`src/rtl/uart_cmd_ctrl.sv`:
```
// Command sequencer between a UART RX/TX pair and the register file.
// Parses write/read frames, issues register strobes, returns read data over TX.
module uart_cmd_ctrl #(
    parameter int                    DATA_WIDTH = 8,
    parameter int                    ADDR_WIDTH = 4,
    parameter int                    RD_TIMEOUT = 16,
    parameter logic [DATA_WIDTH-1:0] WR_CMD     = 8'hAA,
    parameter logic [DATA_WIDTH-1:0] RD_CMD     = 8'hBB,
    parameter logic [DATA_WIDTH-1:0] ERR_BYTE   = 8'hEE
) (
    input  logic                  CLK,
    input  logic                  RST,
    input  logic [DATA_WIDTH-1:0] RX_DATA,
    input  logic                  RX_VALID,
    input  logic                  PARITY_ERROR,
    input  logic                  FRAM_ERROR,
    output logic [DATA_WIDTH-1:0] TX_DATA,
    output logic                  TX_VALID,
    input  logic                  TX_BUSY,
    output logic [ADDR_WIDTH-1:0] RF_ADDR,
    output logic [DATA_WIDTH-1:0] RF_WR_DATA,
    output logic                  RF_WR_EN,
    output logic                  RF_RD_EN,
    input  logic [DATA_WIDTH-1:0] RF_RD_DATA,
    input  logic                  RF_RD_VALID,
    output logic                  CMD_ERR,
    output logic                  CTRL_BUSY
);

    localparam int                CNT_W    = $clog2(RD_TIMEOUT + 1);
    localparam logic [CNT_W-1:0]  CNT_LAST = CNT_W'(RD_TIMEOUT - 1);

    typedef enum logic [2:0] {
        IDLE    = 3'd0,
        WR_ADDR = 3'd1,
        WR_DATA = 3'd2,
        RD_ADDR = 3'd3,
        RD_WAIT = 3'd4,
        TX_REQ  = 3'd5,
        TX_WAIT = 3'd6
    } state_t;

    state_t                state_q,      state_d;
    logic [DATA_WIDTH-1:0] tx_data_q,    tx_data_d;
    logic                  tx_valid_q,   tx_valid_d;
    logic [ADDR_WIDTH-1:0] rf_addr_q,    rf_addr_d;
    logic [DATA_WIDTH-1:0] rf_wr_data_q, rf_wr_data_d;
    logic                  rf_wr_en_q,   rf_wr_en_d;
    logic                  rf_rd_en_q,   rf_rd_en_d;
    logic                  cmd_err_q,    cmd_err_d;
    logic                  ctrl_busy_q,  ctrl_busy_d;
    logic [CNT_W-1:0]      cnt_q,        cnt_d;

    logic good_byte_s;
    logic bad_byte_s;
    logic addr_ok_s;

    assign good_byte_s = RX_VALID & ~(PARITY_ERROR | FRAM_ERROR);
    assign bad_byte_s  = RX_VALID &  (PARITY_ERROR | FRAM_ERROR);
    assign addr_ok_s   = ((RX_DATA >> ADDR_WIDTH) == {DATA_WIDTH{1'b0}});

    // State and output registers with synchronous reset.
    always_ff @(posedge CLK) begin
        if (RST) begin
            state_q      <= IDLE;
            tx_data_q    <= {DATA_WIDTH{1'b0}};
            tx_valid_q   <= 1'b0;
            rf_addr_q    <= {ADDR_WIDTH{1'b0}};
            rf_wr_data_q <= {DATA_WIDTH{1'b0}};
            rf_wr_en_q   <= 1'b0;
            rf_rd_en_q   <= 1'b0;
            cmd_err_q    <= 1'b0;
            ctrl_busy_q  <= 1'b0;
            cnt_q        <= {CNT_W{1'b0}};
        end else begin
            state_q      <= state_d;
            tx_data_q    <= tx_data_d;
            tx_valid_q   <= tx_valid_d;
            rf_addr_q    <= rf_addr_d;
            rf_wr_data_q <= rf_wr_data_d;
            rf_wr_en_q   <= rf_wr_en_d;
            rf_rd_en_q   <= rf_rd_en_d;
            cmd_err_q    <= cmd_err_d;
            ctrl_busy_q  <= ctrl_busy_d;
            cnt_q        <= cnt_d;
        end
    end

    // Next-state and next-output logic; strobes default low so they last one cycle.
    always_comb begin
        state_d      = state_q;
        tx_data_d    = tx_data_q;
        tx_valid_d   = tx_valid_q;
        rf_addr_d    = rf_addr_q;
        rf_wr_data_d = rf_wr_data_q;
        rf_wr_en_d   = 1'b0;
        rf_rd_en_d   = 1'b0;
        cmd_err_d    = 1'b0;
        cnt_d        = cnt_q;

        case (state_q)
            IDLE: begin
                if (good_byte_s) begin
                    if (RX_DATA == WR_CMD) begin
                        state_d = WR_ADDR;
                    end else if (RX_DATA == RD_CMD) begin
                        state_d = RD_ADDR;
                    end else begin
                        cmd_err_d = 1'b1;
                    end
                end else if (bad_byte_s) begin
                    cmd_err_d = 1'b1;
                end else begin
                    state_d = IDLE;
                end
            end
            WR_ADDR, RD_ADDR: begin
                if (good_byte_s && addr_ok_s) begin
                    rf_addr_d = RX_DATA[ADDR_WIDTH-1:0];
                    if (state_q == WR_ADDR) begin
                        state_d = WR_DATA;
                    end else begin
                        state_d    = RD_WAIT;
                        rf_rd_en_d = 1'b1;
                        cnt_d      = {CNT_W{1'b0}};
                    end
                end else if (RX_VALID) begin
                    cmd_err_d = 1'b1;
                    state_d   = IDLE;
                end else begin
                    state_d = state_q;
                end
            end
            WR_DATA: begin
                if (good_byte_s) begin
                    rf_wr_data_d = RX_DATA;
                    rf_wr_en_d   = 1'b1;
                    state_d      = IDLE;
                end else if (bad_byte_s) begin
                    cmd_err_d = 1'b1;
                    state_d   = IDLE;
                end else begin
                    state_d = WR_DATA;
                end
            end
            RD_WAIT: begin
                // Valid data beats a timeout landing on the same edge.
                cnt_d = cnt_q + CNT_W'(1);
                if (RF_RD_VALID) begin
                    tx_data_d  = RF_RD_DATA;
                    tx_valid_d = 1'b1;
                    state_d    = TX_REQ;
                end else if (cnt_q == CNT_LAST) begin
                    tx_data_d  = ERR_BYTE;
                    tx_valid_d = 1'b1;
                    cmd_err_d  = 1'b1;
                    state_d    = TX_REQ;
                end else begin
                    state_d = RD_WAIT;
                end
            end
            TX_REQ: begin
                if (TX_BUSY) begin
                    tx_valid_d = 1'b0;
                    state_d    = TX_WAIT;
                end else begin
                    tx_valid_d = 1'b1;
                end
            end
            TX_WAIT: begin
                if (!TX_BUSY) begin
                    state_d = IDLE;
                end else begin
                    state_d = TX_WAIT;
                end
            end
            default: begin
                state_d    = IDLE;
                tx_valid_d = 1'b0;
            end
        endcase

        ctrl_busy_d = (state_d != IDLE);
    end

    assign TX_DATA    = tx_data_q;
    assign TX_VALID   = tx_valid_q;
    assign RF_ADDR    = rf_addr_q;
    assign RF_WR_DATA = rf_wr_data_q;
    assign RF_WR_EN   = rf_wr_en_q;
    assign RF_RD_EN   = rf_rd_en_q;
    assign CMD_ERR    = cmd_err_q;
    assign CTRL_BUSY  = ctrl_busy_q;

endmodule

```
`config.mk`:
```
export PLATFORM = sky130hd
export DESIGN_NAME = uart_cmd_ctrl
export DESIGN_NICKNAME = d
export VERILOG_FILES = /design/src/rtl/uart_cmd_ctrl.sv
export SDC_FILE = /design/constraint.sdc
export NUM_CORES = 1
export LEC_CHECK = 0
export ABC_AREA = 0
export BUFFER_PORTS_ARGS = -buffer_cell sky130_fd_sc_hd__buf_4
export CAP_MARGIN = 20
export CORE_ASPECT_RATIO = 0.75
export CORE_UTILIZATION = 50
export DETAILED_ROUTE_END_ITERATION = 10
export HOLD_SLACK_MARGIN = 0.05
export PLACE_DENSITY = 0.86
export REMOVE_ABC_BUFFERS = 1
export SYNTH_ARGS = -nofsm -noshare
export SYNTH_HDL_FRONTEND = slang
export SYNTH_SLANG_ARGS = --single-unit
```
`constraint.sdc`:
```
create_clock -name CLK -period 2 [get_ports CLK]
set_input_delay 0.4 -clock CLK [delete_from_list [all_inputs] [get_ports CLK]]
set_output_delay 0.4 -clock CLK [all_outputs]
set_load 0.005 [all_outputs]
```
==> results of run 1 <==
[power breakdown]
part           internal, W  switching, W  leakage (nW)
Clock             0.000241      0.000256        0.0450
Sequential        0.000658   0.000000476         0.266
Combinational    0.0000416     0.0000402         0.572
[final cells by class]
class,instances,share of cell area [%]
flip-flops and latches,33,33.98
multi-input cells,111,40.73
clock buffers,6,3.732
clock inverters,2,0.5148
inverters,3,0.5792
well taps,36,2.317
repair buffers,47,18.15
[final timing paths]
check | endpoint | slack, ps | depth (start not counted)
worst max-delay path | CTRL_BUSY | 210 | 6
worst min-delay path | TX_DATA[5] | 340 | 3
worst max register to register | CTRL_BUSY | 210 | 6
worst min register to register | TX_DATA[0] | 500 | 2
[state kept, by name (all words and copies together) (netlist names)]
register    cells
RF_WR_DATA      8
TX_DATA         8
cnt_q           5
RF_ADDR         4
state_q         3
CMD_ERR         1
CTRL_BUSY       1
RF_RD_EN        1
RF_WR_EN        1
TX_VALID        1
[Yosys cell counts (3+ instances only)]
cell / instances / share of area [%]
sky130_fd_sc_hd__mux2i_1: 12 / 7.9
sky130_fd_sc_hd__a21oi_1: 5 / 1.6
sky130_fd_sc_hd__nand2_1: 5 / 1.2
sky130_fd_sc_hd__dfxtp_1: 33 / 44
sky130_fd_sc_hd__nand4_1: 3 / 1.2
sky130_fd_sc_hd__o21ai_1: 4 / 1.3
sky130_fd_sc_hd__nor2_1: 28 / 6.9
sky130_fd_sc_hd__nand3_1: 3 / 0.99
sky130_fd_sc_hd__o22ai_1: 6 / 2.5
[stage by stage]
step                      cell area (sq um)  std cells  power (W)
after floorplan                        1464        147  0.0006936
after global placement                 1862        230  0.0007517
after detailed placement               1862        230  0.0007552
after CTS                              1944        238   0.001238
after global routing                   1944        238   0.001268
final                                  1944        238   0.001237
[cell families after synthesis]
| logic type | after synthesis | share of synthesized area (%) |
|---|---|---|
| compound gates | 32 | 15.17 |
| fa+ha+maj | 2 | 1.649 |
| buf+inv | 11 | 4.286 |
| flops | 33 | 43.53 |
| mux | 12 | 7.915 |
| simple gates | 61 | 25.14 |
| xor+xnor | 4 | 2.309 |
[critical path, cell delays in order, from the launching register on]
cell and delay (ps):
sky130_fd_sc_hd__dfxtp_1 330, sky130_fd_sc_hd__ha_1 210, sky130_fd_sc_hd__and3_1 190, sky130_fd_sc_hd__ha_1 220, sky130_fd_sc_hd__o21ai_1 250, sky130_fd_sc_hd__o211ai_2 160
sky130_fd_sc_hd__o31a_1 320
[layer usage]
| metal | global-route usage (%) | routed length (microns) | up-vias |
|---|---|---|---|
| li1 | - | - | 653 |
| met2 | 38.66 | 1672 | 45 |
| met4 | 11.96 | 72 | 0 |
| met3 | 6.019 | 203 | 8 |
| met1 | 28.18 | 1577 | 625 |
| met5 | 0 | 0 | - |
==> metrics.txt, run 1 <==
# TYPE chip_impl_metric gauge
chip_impl_info{name="run_status",value="completed"} 1
chip_impl_info{name="worst_hold_startpoint",value="RF_RD_DATA[5]"} 1
chip_impl_metric{name="synth_seq_area_share",unit="%"} 43.53
chip_impl_metric{name="num_io_pins",unit=""} 48
chip_impl_metric{name="route.detailed.drc",unit=""} 0
chip_impl_metric{name="syn2layout_area_growth",unit="%"} 28.11
chip_impl_info{name="final_common_cell",value="sky130_fd_sc_hd__buf_4"} 1
chip_impl_info{name="tritoncts",value="yes"} 1
chip_impl_metric{name="p_per_area",unit="nW/um^2"} 636.2
chip_impl_metric{name="fin_worst_hold_slack",unit="ps"} 340.5
chip_impl_info{name="rsz_0062_raised_after_global_routing",value="false"} 1
chip_impl_metric{name="hold_viol",unit=""} 0
chip_impl_metric{name="grt.total_usage",unit="%"} 23.52
chip_impl_metric{name="synthCells",unit=""} 155
chip_impl_metric{name="synth_edf_count",unit=""} 0
chip_impl_metric{name="num_vias",unit=""} 1331
chip_impl_metric{name="synthArstFlopShare",unit="%"} 0
chip_impl_metric{name="num-nets-final",unit=""} 226
chip_impl_metric{name="fin_ws",unit="ps"} 211.6
chip_impl_metric{name="seq_area",unit="sq um"} 660.6
chip_impl_metric{name="utilization",unit="%"} 70.89
chip_impl_metric{name="synth_warnings",unit=""} 0
chip_impl_metric{name="synth_area",unit="sq um"} 1518
chip_impl_metric{name="drt.antenna.violating_nets",unit=""} 0
chip_impl_metric{name="post-place-ws",unit="ps"} 264.8
chip_impl_metric{name="fp.dieArea",unit="sq um"} 3262
chip_impl_info{name="ys.flop_type",value="sky130_fd_sc_hd__dfxtp_1"} 1
chip_impl_info{name="reg2reg_from",value="cnt_q[0]"} 1
chip_impl_metric{name="finalWirelength",unit="mm"} 3.525
chip_impl_metric{name="chipWidth",unit="microns"} 65.62
chip_impl_metric{name="clock-skew-final",unit="ps"} 4.057
chip_impl_metric{name="synth_unique_cells",unit=""} 52
chip_impl_metric{name="dieHeight",unit="microns"} 49.72
chip_impl_metric{name="worst_path_fanout_max",unit=""} 4
chip_impl_metric{name="clkSinkCount",unit=""} 33
chip_impl_metric{name="vdd_drop_max",unit="mV"} 0.4879
chip_impl_metric{name="clk_latency",unit="ps"} 290
chip_impl_metric{name="number_of_global_route_vias_before_repair",unit=""} 1237
chip_impl_metric{name="totalNegativeSetupSlack",unit="ps"} 0
chip_impl_metric{name="starting_density_of_the_core",unit="%"} 55.34
chip_impl_metric{name="max-clock-path-buffers",unit=""} 2
chip_impl_metric{name="placeableCoreArea",unit="sq um"} 2743
chip_impl_metric{name="finalSetupViolations",unit=""} 0
chip_impl_metric{name="tightestPinTransition",unit="ps"} 637.3
chip_impl_metric{name="max-slew-margin-rel",unit="%"} 57.45
chip_impl_metric{name="static_leak",unit="nW"} 0.8830
chip_impl_metric{name="cts_setup_buffers",unit=""} 0
chip_impl_metric{name="wl_per_cell",unit="microns"} 14.81
chip_impl_info{name="cp-startpoint",value="cnt_q[0]"} 1
chip_impl_info{name="hold_path.class",value="in -> reg"} 1
chip_impl_metric{name="total_global_routing_overflow",unit=""} 0
chip_impl_info{name="endpoint_kind_of_the_worst_setup_timing_path",value="flop"} 1
chip_impl_metric{name="timing.fmax",unit="MHz"} 559.1
chip_impl_metric{name="fin_crit",unit="ps"} 1788
chip_impl_metric{name="grt_start_max_net_pins",unit=""} 32
chip_impl_info{name="cts.root.buffer_cell",value="sky130_fd_sc_hd__clkbuf_8"} 1
chip_impl_metric{name="numPortBuffers",unit=""} 47
chip_impl_metric{name="fin_crit_sh",unit="%"} 89.42
chip_impl_metric{name="max-cap-violations",unit=""} 0
chip_impl_metric{name="postSynthRegisterBits",unit=""} 33
chip_impl_metric{name="tritoncts.num_buffers",unit=""} 5
chip_impl_metric{name="maxSlewViolCount",unit=""} 0
chip_impl_info{name="startpoint_class",value="flop"} 1
chip_impl_metric{name="insertedDiodeCount",unit=""} 0
chip_impl_metric{name="initialDrtViolationCount",unit=""} 56
chip_impl_metric{name="cts-hold-fix-buffers",unit=""} 0
chip_impl_metric{name="final_layout_size_suffix_gt1_share",unit="%"} 33.66
chip_impl_metric{name="final.fill_count",unit=""} 214
chip_impl_metric{name="multiInputGateArea",unit="sq um"} 792.0
chip_impl_metric{name="detailedPlacementHpwl",unit="mm"} 2.524
chip_impl_metric{name="clock_slew_at_the_register_clock_pins_of_the_worst_setup_and_hold_paths",unit="ps"} 70
chip_impl_metric{name="cts_max_level",unit=""} 2
chip_impl_info{name="most-common-layout-cells",value="sky130_fd_sc_hd__buf_4 (47), sky130_fd_sc_hd__dfxtp_1 (33), sky130_fd_sc_hd__nor2_1 (28), sky130_fd_sc_hd__mux2i_1 (12), sky130_fd_sc_hd__o22ai_1 (6)"} 1
chip_impl_metric{name="grt_pass1_wl",unit="mm"} 5.630
chip_impl_metric{name="resized_cells_post_cts",unit=""} 0
chip_impl_metric{name="antenna_found_initial",unit=""} 0
chip_impl_metric{name="cp_data_required_time",unit="ps"} 2180
chip_impl_metric{name="route.detailed.vias_per_inst",unit=""} 5.592
chip_impl_metric{name="gp_routability_congestion",unit=""} 0.8821
chip_impl_info{name="criticalPathCategory",value="reg -> reg"} 1
chip_impl_metric{name="placementRows",unit=""} 16
chip_impl_metric{name="synth.avg_cell_area",unit="sq um"} 9.792
chip_impl_metric{name="detailed_routing_iterations_pass_1",unit=""} 4
chip_impl_metric{name="cp_data_arrival_time",unit="ps"} 1970
No activity file was read; power rests on OpenSTA's default activity.
==> run 2, diff against run 1 <==
--- a/config.mk
+++ b/config.mk
@@ -6,13 +6,13 @@
 export NUM_CORES = 1
 export LEC_CHECK = 0
 export ABC_AREA = 0
-export BUFFER_PORTS_ARGS = -buffer_cell sky130_fd_sc_hd__buf_4
 export CAP_MARGIN = 20
 export CORE_ASPECT_RATIO = 0.75
-export CORE_UTILIZATION = 50
+export CORE_UTILIZATION = 60
 export DETAILED_ROUTE_END_ITERATION = 10
+export DONT_BUFFER_PORTS = 1
 export HOLD_SLACK_MARGIN = 0.05
-export PLACE_DENSITY = 0.86
+export PLACE_DENSITY = 0.83
 export REMOVE_ABC_BUFFERS = 1
 export SYNTH_ARGS = -nofsm -noshare
 export SYNTH_HDL_FRONTEND = slang
==> metrics.txt, run 2 (same netlist as run 1, synthesis figures left out) <==
# TYPE chip_impl_metric gauge
chip_impl_metric{name="gp_routability_congestion",unit=""} 0.8136
chip_impl_metric{name="num_vias",unit=""} 1142
chip_impl_metric{name="clkSinkCount",unit=""} 33
chip_impl_info{name="highest-signal-layer",value="met4"} 1
chip_impl_metric{name="grt_pass1_wl",unit="mm"} 4.643
chip_impl_metric{name="tightestPinTransition",unit="ps"} 639.7
chip_impl_metric{name="initialDrtViolationCount",unit=""} 49
chip_impl_metric{name="antenna_found_initial",unit=""} 0
chip_impl_metric{name="grt_start_max_net_pins",unit=""} 32
chip_impl_metric{name="p_seq_share",unit="%"} 63.5
chip_impl_metric{name="power_report.internal_total",unit="W"} 0.0008046
chip_impl_metric{name="numPortBuffers",unit=""} 0
chip_impl_metric{name="p_sw_share",unit="%"} 22.37
chip_impl_info{name="cts.root.buffer_cell",value="sky130_fd_sc_hd__clkbuf_4"} 1
chip_impl_metric{name="finalInstanceArea",unit="sq um"} 1558
chip_impl_metric{name="clockPowerShare",unit="%"} 34.2
chip_impl_metric{name="multiInputGateArea",unit="sq um"} 792.0
chip_impl_metric{name="total_global_routing_overflow",unit=""} 0
chip_impl_metric{name="final_cell_count_no_fill",unit=""} 189
chip_impl_metric{name="clk_latency",unit="ps"} 340
chip_impl_metric{name="fin_worst_hold_slack",unit="ps"} 123.3
chip_impl_metric{name="placementRows",unit=""} 15
chip_impl_info{name="hold_path.class",value="in -> reg"} 1
chip_impl_metric{name="fp.dieArea",unit="sq um"} 2737
chip_impl_metric{name="cts_setup_buffers",unit=""} 0
chip_impl_metric{name="clock_slew_at_the_register_clock_pins_of_the_worst_setup_and_hold_paths",unit="ps"} 100
chip_impl_metric{name="maxSlewViolCount",unit=""} 0
chip_impl_metric{name="final.fill_count",unit=""} 186
chip_impl_metric{name="detailed_routing_iterations_pass_1",unit=""} 4
chip_impl_metric{name="grt.total_usage",unit="%"} 24.01
chip_impl_metric{name="tritoncts.num_buffers",unit=""} 5
chip_impl_metric{name="static_leak",unit="nW"} 0.6282
chip_impl_metric{name="worst_path_fanout_max",unit=""} 4
chip_impl_metric{name="number_of_global_route_vias_before_repair",unit=""} 1068
chip_impl_metric{name="finalSetupViolations",unit=""} 0
chip_impl_metric{name="fin_crit",unit="ps"} 1758
chip_impl_metric{name="timing.fmax",unit="MHz"} 568.7
chip_impl_metric{name="overall_power_consumption",unit="W"} 0.001037
chip_impl_metric{name="seq_area",unit="sq um"} 660.6
chip_impl_metric{name="finalWirelength",unit="mm"} 3.067
chip_impl_metric{name="chipWidth",unit="microns"} 60.08
chip_impl_metric{name="met2RoutedLength",unit="mm"} 1.448
chip_impl_metric{name="max-slew-margin-rel",unit="%"} 57.29
chip_impl_metric{name="drt.antenna.violating_nets",unit=""} 0
chip_impl_metric{name="num_io_pins",unit=""} 48
chip_impl_metric{name="wl_per_cell",unit="microns"} 16.23
chip_impl_info{name="run_status",value="completed"} 1
chip_impl_metric{name="p_per_area",unit="nW/um^2"} 665.4
chip_impl_metric{name="detailedPlacementHpwl",unit="mm"} 2.197
chip_impl_metric{name="final_layout_size_suffix_gt1_share",unit="%"} 13.55
chip_impl_metric{name="num-nets-final",unit=""} 179
chip_impl_metric{name="placedInstanceArea",unit="sq um"} 1506
chip_impl_info{name="tritoncts",value="yes"} 1
chip_impl_metric{name="hold_viol",unit=""} 0
chip_impl_metric{name="syn2layout_area_growth",unit="%"} 2.638
chip_impl_metric{name="netSwitchingPower",unit="W"} 0.0002319
chip_impl_metric{name="fin_crit_sh",unit="%"} 87.91
chip_impl_metric{name="starting_density_of_the_core",unit="%"} 64.69
chip_impl_metric{name="dieHeight",unit="microns"} 45.56
chip_impl_info{name="startpoint_class",value="flop"} 1
chip_impl_metric{name="cp_data_arrival_time",unit="ps"} 1990
chip_impl_metric{name="cp_data_required_time",unit="ps"} 2230
chip_impl_metric{name="totalNegativeSetupSlack",unit="ps"} 0
chip_impl_info{name="rsz_0062_raised_after_global_routing",value="false"} 1
chip_impl_metric{name="dp.cells",unit=""} 181
chip_impl_metric{name="max-cap-violations",unit=""} 0
chip_impl_info{name="final_common_cell",value="sky130_fd_sc_hd__dfxtp_1"} 1
chip_impl_metric{name="cts_max_level",unit=""} 2
chip_impl_metric{name="vdd_drop_max",unit="mV"} 0.2804
chip_impl_metric{name="comb_power_share",unit="%"} 2.3
chip_impl_metric{name="max-clock-path-buffers",unit=""} 2
chip_impl_metric{name="met3_length",unit="microns"} 258
chip_impl_metric{name="route.detailed.vias_per_inst",unit=""} 6.042
chip_impl_metric{name="resized_cells_post_cts",unit=""} 0
chip_impl_metric{name="insertedDiodeCount",unit=""} 0
chip_impl_metric{name="wl_on_met1",unit="mm"} 1.302
chip_impl_metric{name="route.detailed.drc",unit=""} 0
chip_impl_info{name="most-common-layout-cells",value="sky130_fd_sc_hd__dfxtp_1 (33), sky130_fd_sc_hd__nor2_1 (28), sky130_fd_sc_hd__mux2i_1 (12), sky130_fd_sc_hd__o22ai_1 (6)"} 1
chip_impl_metric{name="cts-hold-fix-buffers",unit=""} 0
chip_impl_metric{name="placeableCoreArea",unit="sq um"} 2346
chip_impl_info{name="criticalPathCategory",value="reg -> reg"} 1
chip_impl_metric{name="clock-skew-final",unit="ps"} 4.592
chip_impl_info{name="endpoint_kind_of_the_worst_setup_timing_path",value="flop"} 1
-- run 2: cell types whose count changed in the layout (fill, tap and decap cells not counted) --
cell and delta:
sky130_fd_sc_hd__clkbuf_4 +5, sky130_fd_sc_hd__clkbuf_8 -5, sky130_fd_sc_hd__buf_4 -47
-- run 2: cell type report --
type / count / area share [%]
Multi-Input combinational cell: 111 / 50.84
Sequential cell: 33 / 42.41
Tap cell: 34 / 2.731
Clock buffer: 6 / 2.651
Inverter: 3 / 0.7229
Clock inverter: 2 / 0.6426
-- run 2: power groups by stage --
stage	Combinational (W)	Clock [W]	Sequential, W
finish	0.0000237	0.000354	0.000659
global route	0.0000255	0.000392	0.000659
CTS	0.0000233	0.000364	0.000659
detailed placement	0.0000230	0	0.000674
global placement	0.0000221	0	0.000674
floorplan	0.0000201	0	0.000674
-- run 2: per-stage QoR --
stage | utilization, % | setup slack, ps
floorplan | - | 410.9
global placement | 64.21 | 337.1
detailed placement | 64.21 | 267.2
CTS | 66.40 | 244.9
global route | 66.40 | 122.4
finish | 66.40 | 241.7
-- run 2: final timing paths --
check	from	endpoint	slack (ps)	cells after the start
worst min register to register	cnt_q[1]	cnt_q[1]	500	2
worst min-delay path	RST	RF_ADDR[1]	120	1
worst max-delay path	cnt_q[0]	CTRL_BUSY	240	6
worst max register to register	cnt_q[0]	CTRL_BUSY	240	6
-- run 2: routing by layer --
metal | vias up | track usage [%]
li1 | 562 | -
met1 | 529 | 29.25
met2 | 44 | 36.67
met3 | 7 | 8.239
met4 | 0 | 14.88
met5 | - | 0
-- run 2: critical path: stages, from the launching register on --
cell and delay, ps:
sky130_fd_sc_hd__dfxtp_1 350, sky130_fd_sc_hd__ha_1 210, sky130_fd_sc_hd__and3_1 190, sky130_fd_sc_hd__ha_1 210, sky130_fd_sc_hd__o21ai_1 250, sky130_fd_sc_hd__o211ai_2 140, sky130_fd_sc_hd__o31a_1 310
==> run 3, diff against run 2 <==
--- a/config.mk
+++ b/config.mk
@@ -5,10 +5,12 @@
 export SDC_FILE = /design/constraint.sdc
 export NUM_CORES = 1
 export LEC_CHECK = 0
-export ABC_AREA = 0
+export ABC_AREA = 1
 export CAP_MARGIN = 20
 export CORE_ASPECT_RATIO = 0.75
 export CORE_UTILIZATION = 60
+export CTS_CLUSTER_DIAMETER = 50
+export CTS_CLUSTER_SIZE = 8
 export DETAILED_ROUTE_END_ITERATION = 10
 export DONT_BUFFER_PORTS = 1
 export HOLD_SLACK_MARGIN = 0.05
==> metrics.txt, run 3 <==
# TYPE chip_impl_metric gauge
chip_impl_info{name="run_status",value="completed"} 1
chip_impl_metric{name="cts-hold-fix-buffers",unit=""} 0
chip_impl_metric{name="fin_crit",unit="ps"} 1713
chip_impl_metric{name="clock_slew_at_the_register_clock_pins_of_the_worst_setup_and_hold_paths",unit="ps"} 110
chip_impl_info{name="synth.most_common_cell",value="sky130_fd_sc_hd__nand2_1"} 1
chip_impl_info{name="endpoint_kind_of_the_worst_setup_timing_path",value="flop"} 1
chip_impl_metric{name="postSynthRegisterBits",unit=""} 33
chip_impl_info{name="tritoncts",value="yes"} 1
chip_impl_metric{name="clkSinkCount",unit=""} 33
chip_impl_metric{name="cts_max_level",unit=""} 2
chip_impl_metric{name="worst_path_fanout_max",unit=""} 5
chip_impl_info{name="criticalPathCategory",value="reg -> reg"} 1
chip_impl_metric{name="synth.avg_cell_area",unit="sq um"} 7.247
chip_impl_metric{name="finalSetupViolations",unit=""} 0
chip_impl_metric{name="maxSlewViolCount",unit=""} 0
chip_impl_metric{name="num_vias",unit=""} 1346
chip_impl_info{name="hold_path.class",value="in -> reg"} 1
chip_impl_metric{name="detailedPlacementHpwl",unit="mm"} 2.473
chip_impl_metric{name="total_global_routing_overflow",unit=""} 0
chip_impl_metric{name="wl_per_cell",unit="microns"} 13.37
chip_impl_info{name="most-common-layout-cells",value="sky130_fd_sc_hd__nand2_1 (45), sky130_fd_sc_hd__dfxtp_1 (33), sky130_fd_sc_hd__inv_1 (25), sky130_fd_sc_hd__nor2_1 (23), sky130_fd_sc_hd__a21oi_1 (19)"} 1
chip_impl_metric{name="synth_seq_area_share",unit="%"} 44.04
chip_impl_metric{name="p_per_area",unit="nW/um^2"} 669.5
chip_impl_metric{name="max-cap-violations",unit=""} 0
chip_impl_metric{name="antenna_found_initial",unit=""} 0
chip_impl_info{name="area_leader_netlist",value="sky130_fd_sc_hd__dfxtp_1"} 1
chip_impl_metric{name="utilization",unit="%"} 67.53
chip_impl_metric{name="grt.total_usage",unit="%"} 26.43
chip_impl_metric{name="insertedDiodeCount",unit=""} 0
chip_impl_metric{name="vdd_drop_max",unit="mV"} 0.3897
chip_impl_metric{name="synth_unique_cells",unit=""} 26
chip_impl_metric{name="syn2layout_area_growth",unit="%"} 4.754
chip_impl_metric{name="chipWidth",unit="microns"} 59.74
chip_impl_metric{name="placeableCoreArea",unit="sq um"} 2327
chip_impl_metric{name="grt_start_max_net_pins",unit=""} 22
chip_impl_metric{name="gp_routability_congestion",unit=""} 0.8620
chip_impl_metric{name="cp_data_required_time",unit="ps"} 2230
chip_impl_metric{name="final.fill_count",unit=""} 228
chip_impl_metric{name="fin_crit_sh",unit="%"} 85.67
chip_impl_metric{name="max-slew-margin-rel",unit="%"} 62.65
chip_impl_metric{name="tritoncts.num_buffers",unit=""} 5
chip_impl_metric{name="final_layout_size_suffix_gt1_share",unit="%"} 13.74
chip_impl_metric{name="timing.fmax",unit="MHz"} 583.7
chip_impl_metric{name="starting_density_of_the_core",unit="%"} 64.46
chip_impl_metric{name="hold_viol",unit=""} 0
chip_impl_metric{name="totalNegativeSetupSlack",unit="ps"} 0
chip_impl_metric{name="netlist.area_leader.share",unit="%"} 44.04
chip_impl_metric{name="synth_warnings",unit=""} 0
chip_impl_metric{name="static_leak",unit="nW"} 0.7278
chip_impl_metric{name="route.detailed.drc",unit=""} 0
chip_impl_metric{name="synth_edf_count",unit=""} 0
chip_impl_metric{name="numPortBuffers",unit=""} 0
chip_impl_info{name="ys.flop_type",value="sky130_fd_sc_hd__dfxtp_1"} 1
chip_impl_metric{name="num-nets-final",unit=""} 235
chip_impl_info{name="startpoint_class",value="flop"} 1
chip_impl_info{name="rsz_0062_raised_after_global_routing",value="false"} 1
chip_impl_metric{name="clock-skew-final",unit="ps"} 13.16
chip_impl_metric{name="synthCells",unit=""} 207
chip_impl_info{name="synth_commonest_cells",value="sky130_fd_sc_hd__nand2_1 (45), sky130_fd_sc_hd__dfxtp_1 (33), sky130_fd_sc_hd__inv_1 (25)"} 1
chip_impl_metric{name="tightestPinTransition",unit="ps"} 559.6
chip_impl_metric{name="grt_pass1_wl",unit="mm"} 5.092
chip_impl_metric{name="finalWirelength",unit="mm"} 3.276
chip_impl_metric{name="clk_latency",unit="ps"} 350
chip_impl_metric{name="cp_data_arrival_time",unit="ps"} 1940
chip_impl_metric{name="num_io_pins",unit=""} 48
chip_impl_metric{name="cts_setup_buffers",unit=""} 0
chip_impl_metric{name="fp.dieArea",unit="sq um"} 2707
chip_impl_info{name="cts.root.buffer_cell",value="sky130_fd_sc_hd__clkbuf_4"} 1
chip_impl_metric{name="number_of_global_route_vias_before_repair",unit=""} 1194
chip_impl_metric{name="detailed_routing_iterations_pass_1",unit=""} 5
chip_impl_metric{name="max-clock-path-buffers",unit=""} 2
chip_impl_metric{name="synth_area",unit="sq um"} 1500
chip_impl_info{name="synth.area.top_cells",value="sky130_fd_sc_hd__dfxtp_1 (44%), sky130_fd_sc_hd__nand2_1 (11%), sky130_fd_sc_hd__a21oi_1 (6.3%)"} 1
chip_impl_info{name="final_common_cell",value="sky130_fd_sc_hd__nand2_1"} 1
chip_impl_metric{name="worst_hold_path.num_cells",unit=""} 1
chip_impl_metric{name="route.detailed.vias_per_inst",unit=""} 5.494
chip_impl_metric{name="placementRows",unit=""} 15
chip_impl_metric{name="resized_cells_post_cts",unit=""} 0
chip_impl_metric{name="worst-r2r-cell-count",unit=""} 12
chip_impl_metric{name="synthArstFlopShare",unit="%"} 0
chip_impl_metric{name="dieHeight",unit="microns"} 45.31
chip_impl_metric{name="initialDrtViolationCount",unit=""} 58
chip_impl_metric{name="drt.antenna.violating_nets",unit=""} 0
==> run 3: worst paths after layout <==
| path | end | slack (ps) | start |
|---|---|---|---|
| worst max-delay path | CTRL_BUSY | 290 | cnt_q[0] |
| worst min-delay path | cnt_q[2] | 100 | RST |
| worst max register to register | CTRL_BUSY | 290 | cnt_q[0] |
| worst min register to register | cnt_q[4] | 460 | cnt_q[4] |
==> run 3: report_power, final <==
part | internal [W] | leakage (nW) | switching, W
clock | 0.000134 | 0.0320 | 0.000228
sequential | 0.000658 | 0.266 | 0.000000901
combinational | 0.00000870 | 0.430 | 0.0000232
total | 0.000800 | 0.728 | 0.000252
==> run 3: layout make-up <==
type / instances / area, sq um / share of cell area, %
well taps: 34 / 42.54 / 2.707
clock buffers: 6 / 41.29 / 2.627
flip-flops and latches: 33 / 660.6 / 42.04
clock inverters: 2 / 10.01 / 0.6369
multi-input cells: 137 / 693.2 / 44.11
inverters: 33 / 123.9 / 7.882
==> run 3: metal layers <==
layer	vias up	global-route usage (%)	part of all wire (%)
li1	671	-	-
met1	605	28.72	42
met2	63	47.33	48
met3	7	8.023	8.5
met4	0	12.56	1.2
met5	-	0	0
==> run 3: stage by stage <==
step / total power (W) / setup slack, ps / hold slack, ps / instance area, sq um / cells
3_3_place_gp: 0.0007039 / 429.1 / 447.3 / 1520 / 237
5_1_grt: 0.001088 / 119.8 / 101.4 / 1572 / 245
3_5_place_dp: 0.0007052 / 335.4 / 451.7 / 1520 / 237
4_1_cts: 0.001056 / 312.8 / 102.9 / 1572 / 245
2_1_floorplan: 0.0006987 / 520.0 / 433.5 / 1478 / 203
6_report: 0.001052 / 286.7 / 102.2 / 1572 / 245
==> run 3: critical path: stages (launching register included) <==
cell	delay (ps)
sky130_fd_sc_hd__dfxtp_1	370
sky130_fd_sc_hd__ha_1	230
sky130_fd_sc_hd__inv_1	70
sky130_fd_sc_hd__nor3_1	50
sky130_fd_sc_hd__ha_1	170
sky130_fd_sc_hd__inv_1	70
sky130_fd_sc_hd__nand2_1	100
sky130_fd_sc_hd__nand2_4	110
sky130_fd_sc_hd__nand2_1	70
sky130_fd_sc_hd__a21oi_1	120
sky130_fd_sc_hd__nand2_1	70
sky130_fd_sc_hd__nand2_1	70
sky130_fd_sc_hd__nand3_1	80
==> run 3: cell families after synthesis <==
family / after synthesis / synth area share (%)
compound gates: 43 / 17.18
fa+ha+maj: 2 / 1.668
buf+inv: 37 / 9.758
flops: 33 / 44.04
simple gates: 92 / 27.36
